<file path="src/rtl/edge_event_arbiter_pkg.sv">
// Shared definitions for the edge-event arbiter: default geometry, per-channel
// edge-mode encodings and helpers that decode a mode into rise/fall enables.
package edge_event_arbiter_pkg;

  localparam int N_CH_DEF = 8;
  localparam int TS_W_DEF = 48;
  localparam int CH_W_DEF = $clog2(N_CH_DEF);
  localparam int OVF_W    = 16;

  typedef enum logic [1:0] {
    EDGE_OFF  = 2'b00,
    EDGE_RISE = 2'b01,
    EDGE_FALL = 2'b10,
    EDGE_BOTH = 2'b11
  } edge_mode_e;

  function automatic logic mode_has_rise(logic [1:0] mode);
    return (mode == EDGE_RISE) || (mode == EDGE_BOTH);
  endfunction

  function automatic logic mode_has_fall(logic [1:0] mode);
    return (mode == EDGE_FALL) || (mode == EDGE_BOTH);
  endfunction

endpackage

</file>
<file path="src/rtl/edge_event_arbiter_if.sv">
// Event output stream towards the readout FIFO: valid/ready plus the event record
// (channel, polarity, timestamp). The arbiter drives it through the master modport.
interface edge_event_arbiter_if
  import edge_event_arbiter_pkg::*;
#(
  parameter int CH_W = CH_W_DEF,
  parameter int TS_W = TS_W_DEF
);

  logic            evt_valid;
  logic            evt_ready;
  logic [CH_W-1:0] evt_ch;
  logic            evt_pol;
  logic [TS_W-1:0] evt_ts;

  modport master (
    output evt_valid,
    output evt_ch,
    output evt_pol,
    output evt_ts,
    input  evt_ready
  );

  modport slave (
    input  evt_valid,
    input  evt_ch,
    input  evt_pol,
    input  evt_ts,
    output evt_ready
  );

endinterface

</file>
<file path="src/rtl/edge_event_arbiter_edge_capture_ch.sv">
// One channel of edge capture: previous-level register, mode-qualified rise/fall
// detection and a one-deep {pol, ts} slot that drops edges arriving while full.
module edge_capture_ch
  import edge_event_arbiter_pkg::*;
#(
  parameter int TS_W = TS_W_DEF
) (
  input  logic            clk,
  input  logic            rst_n,
  input  logic [TS_W-1:0] ts,
  input  logic            det_en,
  input  logic [1:0]      mode,
  input  logic            ch_in,
  input  logic            grant,
  output logic            pend,
  output logic            slot_pol,
  output logic [TS_W-1:0] slot_ts,
  output logic            drop
);

  logic            prev_q, prev_d;
  logic            pend_q, pend_d;
  logic            pol_q, pol_d;
  logic [TS_W-1:0] ts_q, ts_d;
  logic            rise, fall;

  always_comb begin
    // NOTE: every signal written here gets a default first, so no path leaves one
    // unassigned and the tool never has to infer a latch to hold an old value.
    prev_d = ch_in;
    pend_d = pend_q;
    pol_d  = pol_q;
    ts_d   = ts_q;
    drop   = 1'b0;

    rise = det_en & mode_has_rise(mode) &  ch_in & ~prev_q;
    fall = det_en & mode_has_fall(mode) & ~ch_in &  prev_q;

    if (grant) pend_d = 1'b0;

    // A slot being emptied by the arbiter this cycle can take the new edge at once.
    if (rise | fall) begin
      if (!pend_q || grant) begin
        pend_d = 1'b1;
        pol_d  = rise;
        ts_d   = ts;
      end else begin
        drop = 1'b1;
      end
    end
  end

  always_ff @(posedge clk) begin
    // NOTE: non-blocking assignments so every flop updates from pre-edge values,
    // independent of statement order and of other always_ff blocks.
    if (!rst_n) begin
      prev_q <= 1'b0;
      pend_q <= 1'b0;
      pol_q  <= 1'b0;
      ts_q   <= '0;
    end else begin
      prev_q <= prev_d;
      pend_q <= pend_d;
      pol_q  <= pol_d;
      ts_q   <= ts_d;
    end
  end

  assign pend     = pend_q;
  assign slot_pol = pol_q;
  assign slot_ts  = ts_q;

endmodule

</file>
<file path="src/rtl/edge_event_arbiter.sv">
// Multi-channel edge-event scheduler: per-channel capture slots share one event
// output register through a round-robin search; dropped edges are counted.
module edge_event_arbiter
  import edge_event_arbiter_pkg::*;
#(
  parameter int N_CH = N_CH_DEF,
  parameter int TS_W = TS_W_DEF,
  parameter int CH_W = $clog2(N_CH)
) (
  input  logic                 clk,
  input  logic                 rst_n,
  input  logic [TS_W-1:0]      ts,
  input  logic                 en,
  input  logic [2*N_CH-1:0]    edge_sel,
  input  logic [N_CH-1:0]      ch_in,
  edge_event_arbiter_if.master evt,
  output logic [OVF_W-1:0]     ovf_cnt,
  input  logic                 ovf_clr
);

  localparam int DC_W = $clog2(N_CH + 1);
  localparam int CW1  = CH_W + 1;

  logic                primed_q, primed_d;
  logic                det_en;
  logic [N_CH-1:0]     pend, grant, drop, slot_pol;
  logic [TS_W-1:0]     slot_ts [N_CH];

  logic                found;
  logic [CH_W-1:0]     win;
  logic [CW1-1:0]      cand;
  logic                out_load;

  logic                valid_q, valid_d;
  logic [CH_W-1:0]     ch_q, ch_d;
  logic                pol_q, pol_d;
  logic [TS_W-1:0]     out_ts_q, out_ts_d;
  logic [CH_W-1:0]     last_q, last_d;

  logic [DC_W-1:0]     drop_cnt;
  logic [OVF_W:0]      ovf_sum;
  logic [OVF_W-1:0]    ovf_q, ovf_d;

  // primed stays low for the first cycle after release so a line that is already
  // high when reset lifts is absorbed into prev without producing an event.
  assign primed_d = 1'b1;
  assign det_en   = en & primed_q;

  for (genvar i = 0; i < N_CH; i++) begin : g_ch
    edge_capture_ch #(.TS_W(TS_W)) u_ch (
      .clk     (clk),
      .rst_n   (rst_n),
      .ts      (ts),
      .det_en  (det_en),
      .mode    (edge_sel[2*i +: 2]),
      .ch_in   (ch_in[i]),
      .grant   (grant[i]),
      .pend    (pend[i]),
      .slot_pol(slot_pol[i]),
      .slot_ts (slot_ts[i]),
      .drop    (drop[i])
    );
  end

  // Round-robin: first pending slot at or after last_grant+1, wrapping at N_CH.
  always_comb begin
    found = 1'b0;
    win   = last_q;
    cand  = '0;
    for (int i = 1; i <= N_CH; i++) begin
      cand = {1'b0, last_q} + CW1'(i);
      if (cand >= CW1'(N_CH)) cand = cand - CW1'(N_CH);
      if (!found && pend[cand[CH_W-1:0]]) begin
        found = 1'b1;
        win   = cand[CH_W-1:0];
      end
    end
  end

  always_comb begin
    out_load = ~valid_q | evt.evt_ready;
    grant    = '0;
    valid_d  = valid_q;
    ch_d     = ch_q;
    pol_d    = pol_q;
    out_ts_d = out_ts_q;
    last_d   = last_q;
    if (out_load) begin
      valid_d = found;
      if (found) begin
        grant[win] = 1'b1;
        ch_d       = win;
        pol_d      = slot_pol[win];
        out_ts_d   = slot_ts[win];
        last_d     = win;
      end
    end
  end

  // Clear takes priority but still counts drops from the same cycle.
  always_comb begin
    drop_cnt = '0;
    for (int i = 0; i < N_CH; i++) drop_cnt = drop_cnt + DC_W'(drop[i]);
    ovf_sum = {1'b0, ovf_q} + (OVF_W + 1)'(drop_cnt);
    if (ovf_clr)           ovf_d = OVF_W'(drop_cnt);
    else if (ovf_sum[OVF_W]) ovf_d = '1;
    else                   ovf_d = ovf_sum[OVF_W-1:0];
  end

  always_ff @(posedge clk) begin
    if (!rst_n) begin
      primed_q <= 1'b0;
      valid_q  <= 1'b0;
      ch_q     <= '0;
      pol_q    <= 1'b0;
      out_ts_q <= '0;
      last_q   <= CH_W'(N_CH - 1);
      ovf_q    <= '0;
    end else begin
      primed_q <= primed_d;
      valid_q  <= valid_d;
      ch_q     <= ch_d;
      pol_q    <= pol_d;
      out_ts_q <= out_ts_d;
      last_q   <= last_d;
      ovf_q    <= ovf_d;
    end
  end

  assign evt.evt_valid = valid_q;
  assign evt.evt_ch    = ch_q;
  assign evt.evt_pol   = pol_q;
  assign evt.evt_ts    = out_ts_q;
  assign ovf_cnt       = ovf_q;

endmodule

</file>
<file path="src/flat_wrapper.sv">
// flat-port wrapper written by rule: the top's interface ports become plain ports
module edge_event_arbiter_flat import edge_event_arbiter_pkg::*;
#(
  parameter int N_CH = N_CH_DEF,
  parameter int TS_W = TS_W_DEF,
  parameter int CH_W = $clog2(N_CH)
)
  (clk, rst_n, ts, en, edge_sel, ch_in, ovf_cnt, ovf_clr, evt_evt_valid, evt_evt_ch, evt_evt_pol, evt_evt_ts, evt_evt_ready);
  edge_event_arbiter_if #(.CH_W(CH_W), .TS_W(TS_W)) evt_i ();
  input  logic clk;
  input  logic rst_n;
  input  logic [TS_W-1:0] ts;
  input  logic en;
  input  logic [2*N_CH-1:0] edge_sel;
  input  logic [N_CH-1:0] ch_in;
  output logic [OVF_W-1:0] ovf_cnt;
  input  logic ovf_clr;
  output wire logic [$bits(evt_i.evt_valid)-1:0] evt_evt_valid;
  output wire logic [$bits(evt_i.evt_ch)-1:0] evt_evt_ch;
  output wire logic [$bits(evt_i.evt_pol)-1:0] evt_evt_pol;
  output wire logic [$bits(evt_i.evt_ts)-1:0] evt_evt_ts;
  input wire logic [$bits(evt_i.evt_ready)-1:0] evt_evt_ready;
  assign evt_evt_valid = evt_i.evt_valid;
  assign evt_evt_ch = evt_i.evt_ch;
  assign evt_evt_pol = evt_i.evt_pol;
  assign evt_evt_ts = evt_i.evt_ts;
  assign evt_i.evt_ready = evt_evt_ready;
  edge_event_arbiter #(.N_CH(N_CH), .TS_W(TS_W), .CH_W(CH_W)) u_core (.clk(clk), .rst_n(rst_n), .ts(ts), .en(en), .edge_sel(edge_sel), .ch_in(ch_in), .evt(evt_i), .ovf_cnt(ovf_cnt), .ovf_clr(ovf_clr));
endmodule
</file>
<file path="config.mk">
export PLATFORM = sky130hd
export DESIGN_NAME = edge_event_arbiter_flat
export DESIGN_NICKNAME = d
export VERILOG_FILES = /design/src/rtl/edge_event_arbiter_pkg.sv /design/src/rtl/edge_event_arbiter_if.sv /design/src/rtl/edge_event_arbiter_edge_capture_ch.sv /design/src/rtl/edge_event_arbiter.sv /design/src/flat_wrapper.sv
export SDC_FILE = /design/constraint.sdc
export NUM_CORES = 1
export LEC_CHECK = 0
export ABC_AREA = 1
export CAP_MARGIN = 20
export CORE_ASPECT_RATIO = 0.8
export CORE_UTILIZATION = 50
export DETAILED_ROUTE_END_ITERATION = 10
export PLACE_DENSITY = 0.75
export SYNTH_ARGS = -nofsm -noshare
export SYNTH_HDL_FRONTEND = slang
export SYNTH_SLANG_ARGS = --single-unit
</file>
<file path="constraint.sdc">
create_clock -name clk -period 16 [get_ports clk]
set_input_delay 2.4 -clock clk [delete_from_list [all_inputs] [get_ports clk]]
set_output_delay 2.4 -clock clk [all_outputs]
set_load 0.01 [all_outputs]
</file>
Yosys cells after proc, flatten, opt, wreduce, memory -nomap -nowiden
Cells that the tools add are included.
W data, S select, Z words.
{ "classes": {"n_lt_le_gt_ge": 19, "mux": 92, "eq_ne": 24, "n_addsub": 24, "bitwise_logic": 77, "n_reduce_logical": 57} }
{ "ops": {"columns": ["op", "count"], "rows": [
  ["$bmux W48 S3", 1],
  ["$mux W48", 2],
  ["$mux W1", 59],
  ["$and A1 B1 Y1", 49],
  ["$mux W3", 16],
  ["$ge A4 B4 Y1 const B", 9],
  ["$lt A3 B4 Y1 const B", 9],
  ["$eq A2 B2 Y1 const B", 16],
  ["$bmux W1 S3", 9],
  ["$add A4 B1 Y4", 6],
  ["$logic_or A1 B1 Y1", 24],
  ["$sub A3 B1 Y3 const B", 8],
  ["$not A1 Y1", 18],
  ["$reduce_and A2 Y1", 9],
  ["$add A16 B4 Y17", 1],
  ["$add A3 B3 Y4 const B", 4],
  ["$eq A2 B1 Y1 const B", 8],
  ["$mux W16", 1],
  ["$mux W8", 2],
  ["$logic_not A1 Y1", 15],
  ["$or A1 B1 Y1", 9],
  ["$add A3 B2 Y4 const B", 2],
  ["$logic_and A1 B1 Y1", 8],
  ["$add A3 B1 Y4 const B", 1],
  ["7 further kinds", 7]
]} }
{ "totals": {"out_inout_bits": 69, "inputBits": 77, "register_bits": 481} }

Logic depth before layout (Yosys ltp)
{ "logic_depth": {"word_depth": 46, "mapped_depth": 45, "mapped_depth_nobuf": 43} }

Modules after synthesis
From an unflattened synthesis, not the netlist that was laid out.
{ "hier_totals": {"hier_cells": 3412, "area_unflattened_um2": 24659.9} }
{ "modules_own_cells": {"columns": ["mod", "instances", "area_per_inst_um2", "seq_area_each_um2", "cells_per_inst"], "rows": [
  ["edge_capture_ch", 8, 2112.0, 1021.0, 239],
  ["edge_event_arbiter", 1, 7763.7, 1461.4, 1500]
]} }

Worst setup path before layout
OpenSTA, ideal clock, no wires.
{ "synth_timing": {"path_type": "input-to-reg", "from": "in evt_evt_ready", "to": "reg u_core.ovf_q[15], in the netlist u_core.ovf_cnt[15]", "path_stages": 26, "path_buffers": 2, "path_slack_ns": 8.549, "t_arrival_ns": 7.376, "required_time_ns": 15.926, "path_cell_list": "nor2_1 inv_1 nand2_1 inv_2 nand2_2 inv_2 nand3_1 nand2_2 buf_2 nor2_1 ha_1 inv_1 fa_1 inv_1 fa_1 fa_1 inv_1 fa_1 fa_1 o21a_1 nor3b_1 nand2_1 nor2_1 nand3_1 clkbuf_1 a31oi_1"} }
{ "synth_between": {"elab_chain_len": 14, "word_cells_on_any_way": 35} }
{ "synth_lines": {"columns": ["element", "line", "rtl"], "rows": [
  ["from (decl)", "flat_wrapper.sv:22", "input wire logic [$bits(evt_i.evt_ready)-1:0] evt_evt_ready;"],
  ["$or A1 B1 Y1 (*)", "edge_event_arbiter.sv:81", "out_load = ~valid_q | evt.evt_ready;"],
  ["$mux W8 (*)", "edge_event_arbiter.sv:88", "if (out_load) begin"],
  ["$logic_or A1 B1 Y1", "edge_event_arbiter_edge_capture_ch.sv:43", "if (!pend_q || grant) begin"],
  ["$mux W1", "edge_event_arbiter_edge_capture_ch.sv:43", null],
  ["$mux W1", "edge_event_arbiter_edge_capture_ch.sv:42", "if (rise | fall) begin"],
  ["$add A1 B1 Y2", "edge_event_arbiter.sv:103", "for (int i = 0; i < N_CH; i++) drop_cnt = drop_cnt + DC_W'(drop[i]);"],
  ["$add A4 B1 Y4 (5 in a row)", "edge_event_arbiter.sv:103", null],
  ["$add A4 B1 Y4 (*)", "edge_event_arbiter.sv:103", null],
  ["$add A16 B4 Y17 (*)", "edge_event_arbiter.sv:104", "ovf_sum = {1'b0, ovf_q} + (OVF_W + 1)'(drop_cnt);"],
  ["$mux W16 (*)", "edge_event_arbiter.sv:106", "else if (ovf_sum[OVF_W]) ovf_d = '1;"],
  ["to (signal assigned)", "edge_event_arbiter.sv:126", "ovf_q <= ovf_d;"],
  ["to (decl)", "edge_event_arbiter.sv:42", "logic [OVF_W-1:0] ovf_q, ovf_d;"]
]} }
Mark *: on every way between the ends. The rest lies on a longest branch, timed or not.
A chain may end at the register's enable or synchronous reset.

Worst setup path in the final report
{ "layout_timing": {"from": "reg u_core.last_q[0]", "to": "reg u_core.ovf_q[13], in the netlist u_core.ovf_cnt[13]"} }
{ "layout_between": {"elab_chain_len": 45, "word_cells_on_any_way": 118} }
{ "layout_lines": {"columns": ["element", "line", "rtl"], "rows": [
  ["from (decl)", "edge_event_arbiter.sv:38", "logic [CH_W-1:0] last_q, last_d;"],
  ["from (signal assigned)", "edge_event_arbiter.sv:117", "last_q <= CH_W'(N_CH - 1);"],
  ["from (signal assigned)", "edge_event_arbiter.sv:125", "last_q <= last_d;"],
  ["$add A3 B1 Y4", "edge_event_arbiter.sv:71", "cand = {1'b0, last_q} + CW1'(i);"],
  ["$ge A4 B4 Y1 or $sub A3 B1 Y3 (tied branches)", "edge_event_arbiter.sv:72", "if (cand >= CW1'(N_CH)) cand = cand - CW1'(N_CH);"],
  ["$mux W3", "edge_event_arbiter.sv:72", null],
  ["$bmux W1 S3", "edge_event_arbiter.sv:73", "if (!found && pend[cand[CH_W-1:0]]) begin"],
  ["$mux W1 (not written as such)", "edge_event_arbiter.sv:73", null],
  ["$mux W1", "edge_event_arbiter.sv:73", null],
  ["$logic_not A1 Y1", "edge_event_arbiter.sv:73", null],
  ["$logic_and A1 B1 Y1", "edge_event_arbiter.sv:73", null],
  ["[... 25 more ...]", null, null],
  ["$logic_or A1 B1 Y1", "edge_event_arbiter_edge_capture_ch.sv:43", null],
  ["$mux W1", "edge_event_arbiter_edge_capture_ch.sv:43", null],
  ["$mux W1", "edge_event_arbiter_edge_capture_ch.sv:42", null],
  ["$add A1 B1 Y2", "edge_event_arbiter.sv:103", null],
  ["$add A4 B1 Y4 (5 in a row)", "edge_event_arbiter.sv:103", null],
  ["$add A4 B1 Y4 (*)", "edge_event_arbiter.sv:103", null],
  ["$add A16 B4 Y17 (*)", "edge_event_arbiter.sv:104", null],
  ["$mux W16 (*)", "edge_event_arbiter.sv:106", null]
]} }
Mark *: on every way between the ends. The rest lies on a longest branch, timed or not. The select of a mux whose other input is x is not followed.

==> results.cfg <==
[power_and_ir_drop]
pwr-share-clk = 0.223
pwr_density_cell_nw_per_um2 = 198.3
p_sw_mw = 2.760
p_sw_frac = 0.5232
pwr-share-comb = 0.525
leakage_nw = 11.32
ir_worst_vdd_v = 0.0004984
seqPwrFrac = 0.252
internal-power_mw = 2.515

[synth]
synth_top_cell_area_share = 0.4082
avgSynthCellArea_um2 = 6.445
synth_ff_type = dfxtp_1
syn-instance-count = 3660
ys_seq_area_frac = 0.4082
yosys_warnings = 0
synth_edf_count = 0
synthDistinctLibCells = 38
synthArstFlopShare = 0
yosys.area.top_type = dfxtp_1
ys_top_cells_by_area = dfxtp_1 41%, nand2_1 18%, nand3_1 14%
synth_area_um2 = 23590
synth_fp_nets = 3751
ys_ff_latch = 481

[timing]
min_period_ns = 9.387
hold-worst-slack_ns = 0.4603
period_share = 0.5867
skew_ns = 0.01930
worstMarginPinSlew_ns = 1.137
setup_violations = 0
fin_setup_tns_ns = 0
finalHoldViolations = 0
max_freq_ghz = 0.1065
drv_slew = 0
slew-limit-headroom = 0.2423
grt_setup_unrepaired = no

[drt]
avgRoutedWirePerCell_um = 17.06
wirelength_um = 72580
vias = 23839
ant_nets = 0
drtPass1Iterations = 5
drc = 0
avgViaCountPerCell = 5.604
drtIter0Drc = 2732

[setup_path]
reg2reg_setup_slack_ns = 6.61
start_kind = flip-flop
crit_arrival_ns = 9.93
worstReg2RegEnd = u_core.ovf_cnt[13]
cp_max_fo = 96
r2r_cells = 35
critPathKind = reg -> reg
critPathCaptureType = flip-flop
critPathSlowestCell = dfxtp_1
critPathRequiredTime_ns = 16.54
rr_startpoint = u_core.last_q[0]
slowest_delay_ns = 0.72

[global_routing]
grt_pass1_wl_um = 116400
grt_use_total = 0.2973
antenna_found_initial = 0
grt_pass1_vias = 21639
grt_max_degree = 200
grt.overflow.total = 0

[flow_run]
drv_cap = 0

[clock_tree]
cts_made_buffers = 49
post_cts_resized = 0
cts_hold_buffers = 0
insertion_delay_ns = 0.60
cts_tree = yes
htree_levels = 2
clk_pin_slew_ns = 0.06
clockBufferDepth = 3
root_buffer = clkbuf_16
cts.sinks = 481
cts_setup_buffers = 0

[place]
hpwl_um = 38280
placedCellCount = 4160
port_buffers = 145
gp_congestion = 0.8912

[run_status]
run_status = complete, no violations

[hold_path]
holdPathStages = 2
hp-start = u_core.g_ch[0].u_ch.slot_ts[44]
hold-path-endpoint = u_core.g_ch[0].u_ch.slot_ts[44]
min_path_type = reg -> reg

[die]
fp.dieW_um = 244.8
die-area_um2 = 48050
die_h_um = 196.3
fp.coreArea_um2 = 46160
ios = 146
start_util = 0.5110
num_rows = 70

[finish]
syn2layout_area_growth_pct = 12.80
num_antenna_cells = 0
drive_gt1_frac = 0.04695
stdcell_count = 4254
layout.nets = 3693
sequential cells by signal, indices dropped and copies added (netlist names):
signal / flops
u_core.g_ch.u_ch.slot_ts: 384
u_core.evt.evt_ts: 48
u_core.ovf_cnt: 16
u_core.g_ch.u_ch.pend: 8
u_core.g_ch.u_ch.prev_q: 8
u_core.g_ch.u_ch.slot_pol: 8
u_core.evt.evt_ch: 3
u_core.last_q: 3
u_core.evt.evt_pol: 1
u_core.evt.evt_valid: 1
u_core.primed_q: 1
per-layer routing:
layer | up-vias | GRT usage | routed length (µm)
li1 | 11740 | - | -
met1 | 10895 | 0.4190 | 32400
met2 | 1057 | 0.4660 | 31820
met3 | 147 | 0.03912 | 6474
met4 | 0 | 0.1019 | 1882
met5 | - | 0 | 0
cell type report:
| type | instances | area (µm²) |
|---|---|---|
| multi-input cells | 2758 | 12290 |
| repair buffers | 181 | 1792 |
| clock buffers | 68 | 1430 |
| flip-flops and latches | 481 | 9629 |
| well taps | 612 | 765.7 |
| inverters | 131 | 500.5 |
| fillers | 4539 | 19550 |
| clock inverters | 23 | 201.4 |
logic make-up after synthesis:
group	synth area share
AOI/OAI and AO/OA	0.09628
xor gates and xnor gates	0.004403
adders and majority gates	0.009018
buffers and inverters	0.07485
DFF	0.4082
and+or+nand+nor	0.4072
worst max-delay path, delay by kind of cell, from the launching register on:
kind / cells / cell delay [ns]
buf+inv: 8 / 1.64
compound gates: 3 / 0.36
simple gates: 18 / 3.89
flops: 1 / 0.72
fa+ha+maj: 6 / 2.65
synthesized netlist by cell type (2+ instances only):
cell type	count
inv_1	113
dfxtp_1	481
xnor2_1	2
o21a_1	5
nor3_1	2
or2_2	2
xor2_1	8
buf_6	4
clkbuf_1	130
nor2_4	2
o21ai_1	3
nand2_1	1143
nand3b_1	7
o21ai_0	65
a31oi_1	8
inv_2	16
nor2_2	2
nand3_2	3
nand2_4	4
buf_4	9
o211ai_1	2
nor2_1	423
nand4_1	11
a21oi_1	362
buf_1	50
clkinv_1	2
fa_1	5
nand2_2	7
nand3_1	676
ha_1	9
buf_2	97
metrics by stage:
stage	power, mW	util	cell area [µm²]	setup slack (ns)
global route	5.535	0.5764	26610	5.933
floorplan	3.182	-	23590	8.549
CTS	5.222	0.5748	26530	6.755
finish	5.275	0.5764	26610	6.613
global placement	4.046	0.5395	24900	6.833
detailed placement	4.053	0.5395	24900	6.802
power groups by stage:
stage               combinational, mW  clock, mW  sequential [mW]
floorplan                        1.83          0             1.35
global placement                 2.69          0             1.35
detailed placement               2.70          0             1.36
CTS                              2.70       1.19             1.33
global route                     2.96       1.24             1.34
finish                           2.77       1.18             1.33
layout by cell type, fill, tap and decap left out, drive strengths merged:
master / synthesis / routed
fa: 5 / 5
xor2: 8 / 8
dfxtp: 481 / 481
nor4: 1 / 1
o21ai: 69 / 69
or2: 2 / 2
nand3: 679 / 679
a211oi: 1 / 1
a21oi: 362 / 362
ha: 9 / 9
nand2: 1154 / 1154
clkdlybuf4s50: 0 / 144
nor2: 428 / 428
clkbuf: 130 / 68
buf: 160 / 37
a31oi: 8 / 8
xnor2: 3 / 3
bufinv: 0 / 3
inv: 129 / 125
nand4: 12 / 12
nor3b: 1 / 1
o21a: 5 / 5
clkinv: 2 / 26
o211ai: 2 / 2
nor3: 2 / 2
nand3b: 7 / 7
worst max-delay path by stage:
stage	cells past startpoint	endpoint	slack, ns	startpoint
floorplan	26	u_core.ovf_cnt[15]	8.55	evt_evt_ready
global placement	35	u_core.ovf_cnt[13]	6.83	u_core.last_q[0]
detailed placement	35	u_core.ovf_cnt[13]	6.80	u_core.last_q[0]
CTS	35	u_core.ovf_cnt[13]	6.76	u_core.last_q[0]
global route	35	u_core.ovf_cnt[13]	5.93	u_core.last_q[0]
finish	35	u_core.ovf_cnt[13]	6.61	u_core.last_q[0]
Note: power is estimated with default switching activity, not from simulation.
